## src/rtl/mul_sched.sv

```systemverilog
// mul_sched: round-robin sequencer that shares one repeated-addition multiplier
// datapath among NREQ requesters and returns the tagged product.
module mul_sched #(
  parameter int NREQ = 4,
  parameter int W    = 16,
  parameter int IDW  = 2
) (
  input  logic              clk,
  input  logic              rst,
  input  logic [NREQ-1:0]   req,
  input  logic [NREQ*W-1:0] a_in,
  input  logic [NREQ*W-1:0] b_in,
  output logic [NREQ-1:0]   ack,
  output logic              resp_valid,
  output logic [IDW-1:0]    resp_id,
  output logic [W-1:0]      resp_data,
  output logic              busy,
  output logic [W-1:0]      bus_out,
  output logic              LdA,
  output logic              LdB,
  output logic              LdP,
  output logic              clrP,
  output logic              decB,
  input  logic              eqz,
  input  logic [W-1:0]      p_in
);
  typedef enum logic [2:0] {IDLE, LOAD_A, LOAD_B, ACCUM, DONE} state_t;
  state_t state, state_nx;
  logic [IDW-1:0] ptr, id, win;
  logic found;
  logic [W-1:0] a_q, b_q;
  // first requester strictly after the last winner, wrapping around
  always_comb begin
    win = ptr;
    found = 1'b0;
    for (int k = 1; k <= NREQ; k++) begin
      if (!found && req[(int'(ptr) + k) % NREQ]) begin
        found = 1'b1;
        win = IDW'((int'(ptr) + k) % NREQ);
      end
    end
  end
  always_comb begin
    state_nx = state == IDLE   ? (found ? LOAD_A : IDLE) :
               state == LOAD_A ? LOAD_B :
               state == LOAD_B ? ACCUM :
               state == ACCUM  ? (eqz ? DONE : ACCUM) : IDLE;
    ack = (state == LOAD_A) ? NREQ'(1) << id : '0;
    bus_out = state == LOAD_A ? a_q : state == LOAD_B ? b_q : '0;
    LdA = state == LOAD_A;
    LdB = state == LOAD_B;
    clrP = state == LOAD_B;
    LdP = state == ACCUM && !eqz;
    decB = state == ACCUM && !eqz;
    resp_valid = state == DONE;
    busy = state != IDLE;
  end
  always_ff @(posedge clk or posedge rst) begin
    if (rst) begin
      state <= IDLE;
      ptr <= IDW'(NREQ - 1);
      id <= '0;
      a_q <= '0;
      b_q <= '0;
      resp_id <= '0;
      resp_data <= '0;
    end else begin
      state <= state_nx;
      if (state == IDLE && found) begin
        ptr <= win;
        id <= win;
        a_q <= a_in[int'(win)*W +: W];
        b_q <= b_in[int'(win)*W +: W];
      end
      if (state == ACCUM && eqz) begin
        resp_data <= p_in;
        resp_id <= id;
      end
    end
  end
endmodule

```

## config.mk

```make
export PLATFORM = sky130hd
export DESIGN_NAME = mul_sched
export DESIGN_NICKNAME = d
export VERILOG_FILES = /design/src/rtl/mul_sched.sv
export SDC_FILE = /design/constraint.sdc
export NUM_CORES = 1
export LEC_CHECK = 0
export CAP_MARGIN = 25
export CELL_PAD_IN_SITES_DETAIL_PLACEMENT = 1
export CELL_PAD_IN_SITES_GLOBAL_PLACEMENT = 2
export CORE_ASPECT_RATIO = 0.7
export CORE_MARGIN = 5
export CORE_UTILIZATION = 26
export CTS_BUF_LIST = sky130_fd_sc_hd__clkbuf_16
export CTS_CLUSTER_SIZE = 25
export DETAILED_ROUTE_END_ITERATION = 7
export GPL_ROUTABILITY_DRIVEN = 0
export PLACE_DENSITY = 0.95
export SKIP_CTS_REPAIR_TIMING = 1
export SYNTH_ARGS = -nofsm -noshare
export SYNTH_HDL_FRONTEND = slang
export SYNTH_SLANG_ARGS = --single-unit
```

## constraint.sdc

```tcl
create_clock -name clk -period 2.89 [get_ports clk]
set_input_delay 0.578 -clock clk [delete_from_list [all_inputs] [get_ports clk]]
set_output_delay 0.578 -clock clk [all_outputs]
set_load 0.1 [all_outputs]
```

## Word-level counts from Yosys, hierarchy flattened

Cells that the tools add are included.

| word-level totals | value |
|---|---|
| register bits after elaboration | 57 |
| bits of input ports | 151 |
| word-level logic and storage cells | 71 |

| cells by class | value |
|---|---|
| add/sub/neg operators | 4 |
| order comparisons | 4 |
| eq/ne operators | 4 |
| shifts and indexed selects | 3 |
| multiplexer cells | 29 |
| bitwise gates (word level) | 4 |
| reduce and logical (&&, ||, !) cells | 16 |

Operator list:

| operator | count |
|---|---|
| variable part select 64 x 7 -> 16 bit | 2 |
| two-way mux 16 bit | 2 |
| < comparator 3 x 4 -> 1 bit (second input constant) | 4 |
| two-way mux 3 bit | 5 |
| two-way mux 1 bit | 13 |
| binary-select mux 1 bit (select 2 bit) | 4 |
| two-way mux 2 bit | 4 |
| OR reduction 2 bit | 4 |
| == test 3 x 2 -> 1 bit (second input constant) | 2 |
| logical AND 1 bit | 6 |
| adder 2 x 1 -> 2 bit (second input constant) | 2 |
| adder 2 bit (second input constant) | 2 |
| AND 1 bit (first input constant) | 4 |
| zero test 1 bit | 4 |
| two-way mux 4 bit | 1 |
| left shift 1 x 2 -> 4 bit (first input constant) | 1 |
| == test 3 x 1 -> 1 bit (second input constant) | 1 |
| == test 3 bit (second input constant) | 1 |
| zero test 3 bit | 1 |
| nonzero test 3 bit | 1 |

## Longest topological paths before layout

Gate-level depths: netlist of run 1.

| logic depth | value |
|---|---|
| word-level depth | 18 |
| mapped depth | 8 |

## Least setup slack after synthesis of run 1

OpenSTA, ideal clock, no wires.

| path | value |
|---|---|
| path type | register to output |
| start | reg state[2] |
| end | out ack[0] |
| arrival | 4.144 ns |
| required time | 2.312 ns |
| path slack | -1.832 ns |
| cell stages (with the launch flop) | 5 |
| buffers on the path | 2 |
| path through | dfrtp_1 -> clkbuf_1 -> nor3b_1 -> clkbuf_1 -> nor3b_1 |

| between the ends | value |
|---|---|
| longest elaborated chain between the ends | 2 |

Ends and longest elaborated chain:

| element | RTL line | RTL |
|---|---|---|
| start, declared | 28 | `state_t state, state_nx;` |
| start signal, assigned | 68 | `state <= state_nx;` |
| == test 3 x 1 -> 1 bit | - |  |
| via LdA | 19 | `output logic LdA,` |
| two-way mux 4 bit | 48 | `ack = (state == LOAD_A) ? NREQ'(1) << id : '0;` |
| end, declared | 13 | `output logic [NREQ-1:0] ack,` |

The timed path passes the listed nets, and every way through them passes these cells.

## Worst setup path in the final report of run 1

| path | value |
|---|---|
| start | reg state[0] |
| end | out bus_out[15] |

| between the ends | value |
|---|---|
| longest elaborated chain between the ends | 3 |
| elaborated cells between the ends (all ways) | 4 |
| classes of those cells | eq/ne (2); mux (2) |

Ends and longest elaborated chain:

| element | RTL line | RTL |
|---|---|---|
| == test 3 x 2 -> 1 bit | 49 | `bus_out = state == LOAD_A ? a_q : state == LOAD_B ? b_q : '0;` |
| two-way mux 16 bit | 49 |  |
| two-way mux 16 bit (*) | 49 |  |
| end, declared | 18 | `output logic [W-1:0] bus_out,` |

Every way passes the cells marked *; elsewhere a longest branch is shown, timed or not.

==> impl_metrics.toml, run 1 <==
[sta]
fmax_mhz = 376
rsz0062_at_grt = "no"
finalCritPeriodShare_pct = 92.0
setup_viol = 0
max-slew-margin-rel_pct = 55.7
final_hold_viol_count = 0
finClkSkew_ps = 5.03
worst_slack_ps = 231
worst_slew_pin_slew_ps = 663
final.min_clock_period_ps = 2660
slew_violations = 0

[yosys]
ys_types = 34
ys_seq_elements = 57
avgSynthCellArea_um2 = 10.8
ys_top_cells_by_area = "dfrtp_1 35%, o211ai_2 10%, mux2_2 9.4%"
ys_warn_count = 0
synth_top_area_share_pct = 34.8
synth-seq-area-share_pct = 36.1
synth_fp_nets = 517
syn_inst = 366
mappedNetlistArea_mm2 = 0.00396
synth_top_area_cell = "dfrtp_1"

[clock_network]
clk_pin_slew_ps = 50
tritoncts = "built"
cts_sinks = 57
cts_max_level = 3
cts_buffers = 9
cts_root_buf = "clkbuf_16"
clk_latency_ps = 320
clockBufferDepth = 2

[pwr]
p_int_mw = 3.81
p_leak_nw = 2.67
pwr-share-seq_pct = 18.8
ir_worst_vdd_mv = 0.495
power_density_mw_per_mm2 = 1270
combPwrFrac_pct = 70.1
p_sw_mw = 4.44
switching_share_pct = 53.8
p_clk_share_pct = 11.1

[worst_hold_path]
worst_hold_path_type = "reg -> reg"
worstHoldPathCells = 2

[worst_setup_path]
reg2reg_depth = 7
critPathRequiredTime_ps = 2310
path_max_fanout = 16
cp-end-kind = "output pin"
crit_arrival_ps = 2080
path_class = "reg -> out"
cp-start-kind = "register"

[place]
placed_cells = 732
port_buffers = 195
detailed_place_hpwl_um = 11500
dp_slack_ps = 241

[drt]
drtIter0Drc = 149
vias = 3567
avgRoutedWirePerCell_um = 19.4
ant_nets = 0
drc_errors = 0
vias_per_cell = 4.77
wl_um = 14500
dr.pass1.iters = 4

[layout]
final_nets = 699
area_growth_pct = 64.5
drive_above_1_share_pct = 30.4
finalNonFillerCells = 748
nFillCells = 1612
antennaDiodeCount = 0

[floorplanning]
rows = 37
dieArea_mm2 = 0.0178
fp.dieW_um = 157
pin_count = 196
core-area_mm2 = 0.0148
die_y_um = 113
start_util_pct = 26.7

[status]
status = "completed"

[global_routing]
grt_pass1_wl_um = 22500
gr-total-overflow = 0
grt_max_degree = 66
antenna_found_initial = 0
grt_usage_pct = 16.1
grt_pass1_vias = 3891

[flow_run]
cap_violations = 0
-- power groups by stage --
stage	logic [mW]	clock network (mW)	registers, mW
floorplan	3.44	0	2.33
global placement	5.74	0	1.54
detailed placement	5.85	0	1.56
CTS	5.86	0.952	1.56
global route	6.06	0.989	1.61
finish	5.79	0.916	1.55
-- cell usage after synthesis --
cell,count
and3_1,1
dfstp_2,2
or4_4,1
inv_1,4
buf_8,3
o21bai_1,2
a311oi_2,1
nor3_2,1
mux2_2,33
nand3b_1,1
a22o_1,16
nand2_1,37
nand2b_4,1
nor3b_2,1
nor3_1,2
o211ai_2,32
a31oi_1,2
dfrtp_1,55
and2_4,1
mux2_1,11
buf_6,10
buf_12,5
nand2b_1,4
buf_4,3
o21a_1,2
nand3_1,64
a21o_1,1
nor2_1,6
mux2_4,6
clkbuf_1,7
buf_2,11
mux2i_1,33
nor3b_1,3
a21oi_1,4
-- final timing paths --
check / slack [ps] / start / end
min: 500 / a_q[3] / a_q[3]
max reg2reg: 640 / ptr[1] / a_q[11]
min reg2reg: 500 / a_q[3] / a_q[3]
min in group asynchronous: 680 / rst / b_q[14]
max in group asynchronous: 1590 / rst / id[0]
max: 230 / state[0] / bus_out[15]
-- cell families after synthesis --
logic type	share of synthesized area (%)
simple gates	15.4
mux	23.2
compound gates	15.8
flops	36.1
buf+inv	9.52
-- final cells by class --
class                      instances  area [µm²]  share of cell area (%)
clock buffer                       9         225                    3.46
timing repair buffer             210        2340                    36.0
tap                              195         244                    3.75
clock inverter                     7        30.0                   0.462
sequential                        57        1430                    22.0
inverter                           4        15.0                   0.231
multi-input combinational        266        2220                    34.2
-- stage by stage --
stage | utilization [%] | total power [mW] | TNS (ps) | hold WS [ps] | instance area [µm²]
floorplan | - | 5.77 | -402 | 468 | 4000
global placement | 42.2 | 7.28 | 0 | 485 | 6250
detailed placement | 42.2 | 7.42 | 0 | 490 | 6250
CTS | 43.9 | 8.37 | 0 | 509 | 6510
global route | 43.9 | 8.66 | 0 | 531 | 6510
finish | 43.9 | 8.26 | 0 | 501 | 6510
-- flip-flops by register name, summed over array words and instances, names as in the netlist --
name and cells:
b_q 16, id 2, state 3, resp_data 16
ptr 2, a_q 16, resp_id 2
-- worst max-delay path: stages (launching register included) --
cell     delay, ps
dfrtp_1        520
nor3b_2        480
buf_4          330
a22o_1         230
buf_12         180
-- placed cells by master, fill, tap and decap left out, types with 2 or more instances in the layout --
| cell | count |
|---|---|
| clkinv_1 | 2 |
| nor2_4 | 2 |
| nor3b_2 | 4 |
| o211ai_2 | 32 |
| dfstp_2 | 2 |
| nand3_1 | 64 |
| a22o_2 | 9 |
| clkinv_2 | 3 |
| clkdlybuf4s50_1 | 150 |
| nand2_1 | 37 |
| mux2_4 | 6 |
| a22o_1 | 7 |
| nand2b_1 | 4 |
| o21a_1 | 2 |
| a21oi_1 | 4 |
| nor2_1 | 4 |
| buf_4 | 29 |
| dfrtp_1 | 55 |
| buf_12 | 31 |
| mux2i_1 | 33 |
| o21bai_1 | 2 |
| mux2_2 | 33 |
| inv_1 | 5 |
| nor3_2 | 2 |
| clkbuf_16 | 9 |
| mux2_1 | 11 |
-- routing by layer --
metal | vias up | share of wire [%] | track usage (%)
met4 | 0 | 1.1 | 3.50
met2 | 124 | 46 | 25.7
met5 | - | 0 | 0
met1 | 1731 | 46 | 21.9
met3 | 11 | 7.0 | 4.01
li1 | 1701 | - | -
Power figures use the tool's default switching activity.
==> inputs of run 2 (changes only) <==
Settings changed: CTS_CLUSTER_SIZE 25 to default.
==> results of run 2 <==
No change in the layout: final DEF, timing and power equal those of run 1.
==> inputs of run 3 (changes only) <==
Settings changed: CAP_MARGIN 25 to 30, TNS_END_PERCENT from default to 1.
==> run 3 against run 2 <==
Net effect: core utilization decreased by 0.73 points; critical path depth is the same; register-to-register slack worse by 40 ps.
==> impl_metrics.toml, run 3 (synthesis results as in run 1) <==
[global_routing]
grt_pass1_vias = 4052
gr-total-overflow = 0
grt_max_degree = 67
antenna_found_initial = 0
grt_usage_pct = 16.1
grt_pass1_wl_um = 22500

[drt]
drc_errors = 0
vias_per_cell = 4.77
dr.pass1.iters = 4
vias = 3549
avgRoutedWirePerCell_um = 19.4
wl_um = 14400
drtIter0Drc = 107
ant_nets = 0

[layout]
finalNonFillerCells = 744
final_nets = 696
antennaDiodeCount = 0
layout.cells.most_common = "clkdlybuf4s50_1"
drive_above_1_share_pct = 27.9
reg.largest.list = "a_q (16), b_q (16), resp_data (16)"
layout_common_cells = "150 x clkdlybuf4s50_1, 64 x nand3_1, 55 x dfrtp_1"
area_growth_pct = 61.7

[worst_setup_path]
path_class = "reg -> out"
crit_arrival_ps = 2060
crit_slowest_cell = "dfrtp_1"
reg2reg_depth = 6
cp-start-kind = "register"
r2r_setup_slack_ps = 600
path_delay_family = "flip-flops"
cp_cell_sequence = "nor3b_2 > buf_4 > a22o_1 > buf_12"
cp-end-kind = "output pin"
path_buf_inv = 2
critPathRequiredTime_ps = 2310
path_max_fanout = 16
reg2reg_from = "ptr[1]"
slowest_delay_ps = 530
rr_endpoint = "a_q[14]"

[sta]
fmax_mhz = 380
rsz0062_at_grt = "no"
finClkSkew_ps = 8.22
finalCritPeriodShare_pct = 91.1
final_hold_viol_count = 0
max-slew-margin-rel_pct = 65.6
tns_ps = 0
whs_ps = 498
worst_slew_pin_slew_ps = 515
final.min_clock_period_ps = 2630
worst_slack_ps = 256
setup_viol = 0
slew_violations = 0

[floorplanning]
rows = 37
die_y_um = 113
fp.dieW_um = 157
dieArea_mm2 = 0.0178
pin_count = 196
start_util_pct = 26.7
core-area_mm2 = 0.0148

[status]
status = "completed"

[worst_hold_path]
worstHoldPathCells = 2
whs_endpoint = "a_q[1]"
worst_hold_path_type = "reg -> reg"
hp-start = "a_q[1]"

[place]
detailed_place_hpwl_um = 11400
port_buffers = 195
placed_cells = 729
dp_slack_ps = 158

[clock_network]
cts_root_buf = "clkbuf_16"
clk_latency_ps = 320
tritoncts = "built"
cts_max_level = 3
cts_sinks = 57
cts_buffers = 9
clk_pin_slew_ps = 50
clockBufferDepth = 2

[pwr]
p_leak_nw = 2.63
power_density_mw_per_mm2 = 1270
ir_worst_vdd_mv = 0.553

[flow_run]
cap_violations = 0
run 3: changes by cell type in the layout (fill, tap and decap cells not counted):
cell	before	now
buf_12	31	27
nor3b_2	4	3
clkinv_1	2	3
buf_4	29	30
nor3b_1	0	1
nor2_1	4	6
nor2_4	2	0
a22o_1	7	16
inv_1	5	3
a22o_2	9	0
run 3: layout make-up:
class | count | area [µm²]
clock buffers | 9 | 225
clock inverters | 6 | 26.3
fillers | 1609 | 8420
inverters | 4 | 15.0
multi-input cells | 266 | 2190
flip-flops and latches | 57 | 1430
well taps | 195 | 244
repair buffers | 207 | 2270
run 3: tightest hold or removal path, cell delays in order (launching register included):
cell and delay [ps]:
dfrtp_1 340, nand2_1 60, o211ai_2 60
run 3: power breakdown:
| part | leakage (nW) | switching, mW | internal [mW] | total, mW |
|---|---|---|---|---|
| Combinational | 1.81 | 3.72 | 1.96 | 5.68 |
| Clock | 0.127 | 0.356 | 0.560 | 0.916 |
| Sequential | 0.691 | 0.332 | 1.21 | 1.54 |
run 3: metrics by stage:
step,total power [mW],utilization (%),instance area [µm²]
2_1_floorplan,5.73,-,3970
3_3_place_gp,7.12,41.5,6150
3_5_place_dp,7.28,41.5,6150
4_1_cts,8.23,43.2,6400
5_1_grt,8.52,43.2,6400
6_report,8.13,43.2,6400
run 3: worst max-delay path by stage:
stage                     startpoint          to  slack [ps]  depth (start not counted)
after detailed placement      req[1]     a_q[14]         160                          7
final                       state[0]  bus_out[6]         260                          4
after global routing        state[0]  bus_out[1]         170                          4
after CTS                   state[0]  bus_out[6]         270                          4
after global placement        req[1]     a_q[12]         260                          7
after floorplan             state[2]      ack[1]        -940                          5
run 3: routing by layer:
metal	up-vias	GRT usage (%)	part of all wire, %
met5	-	0	0
met4	0	3.15	0.67
met3	5	3.59	5.5
met2	102	27.7	49
met1	1745	21.0	44
li1	1697	-	-
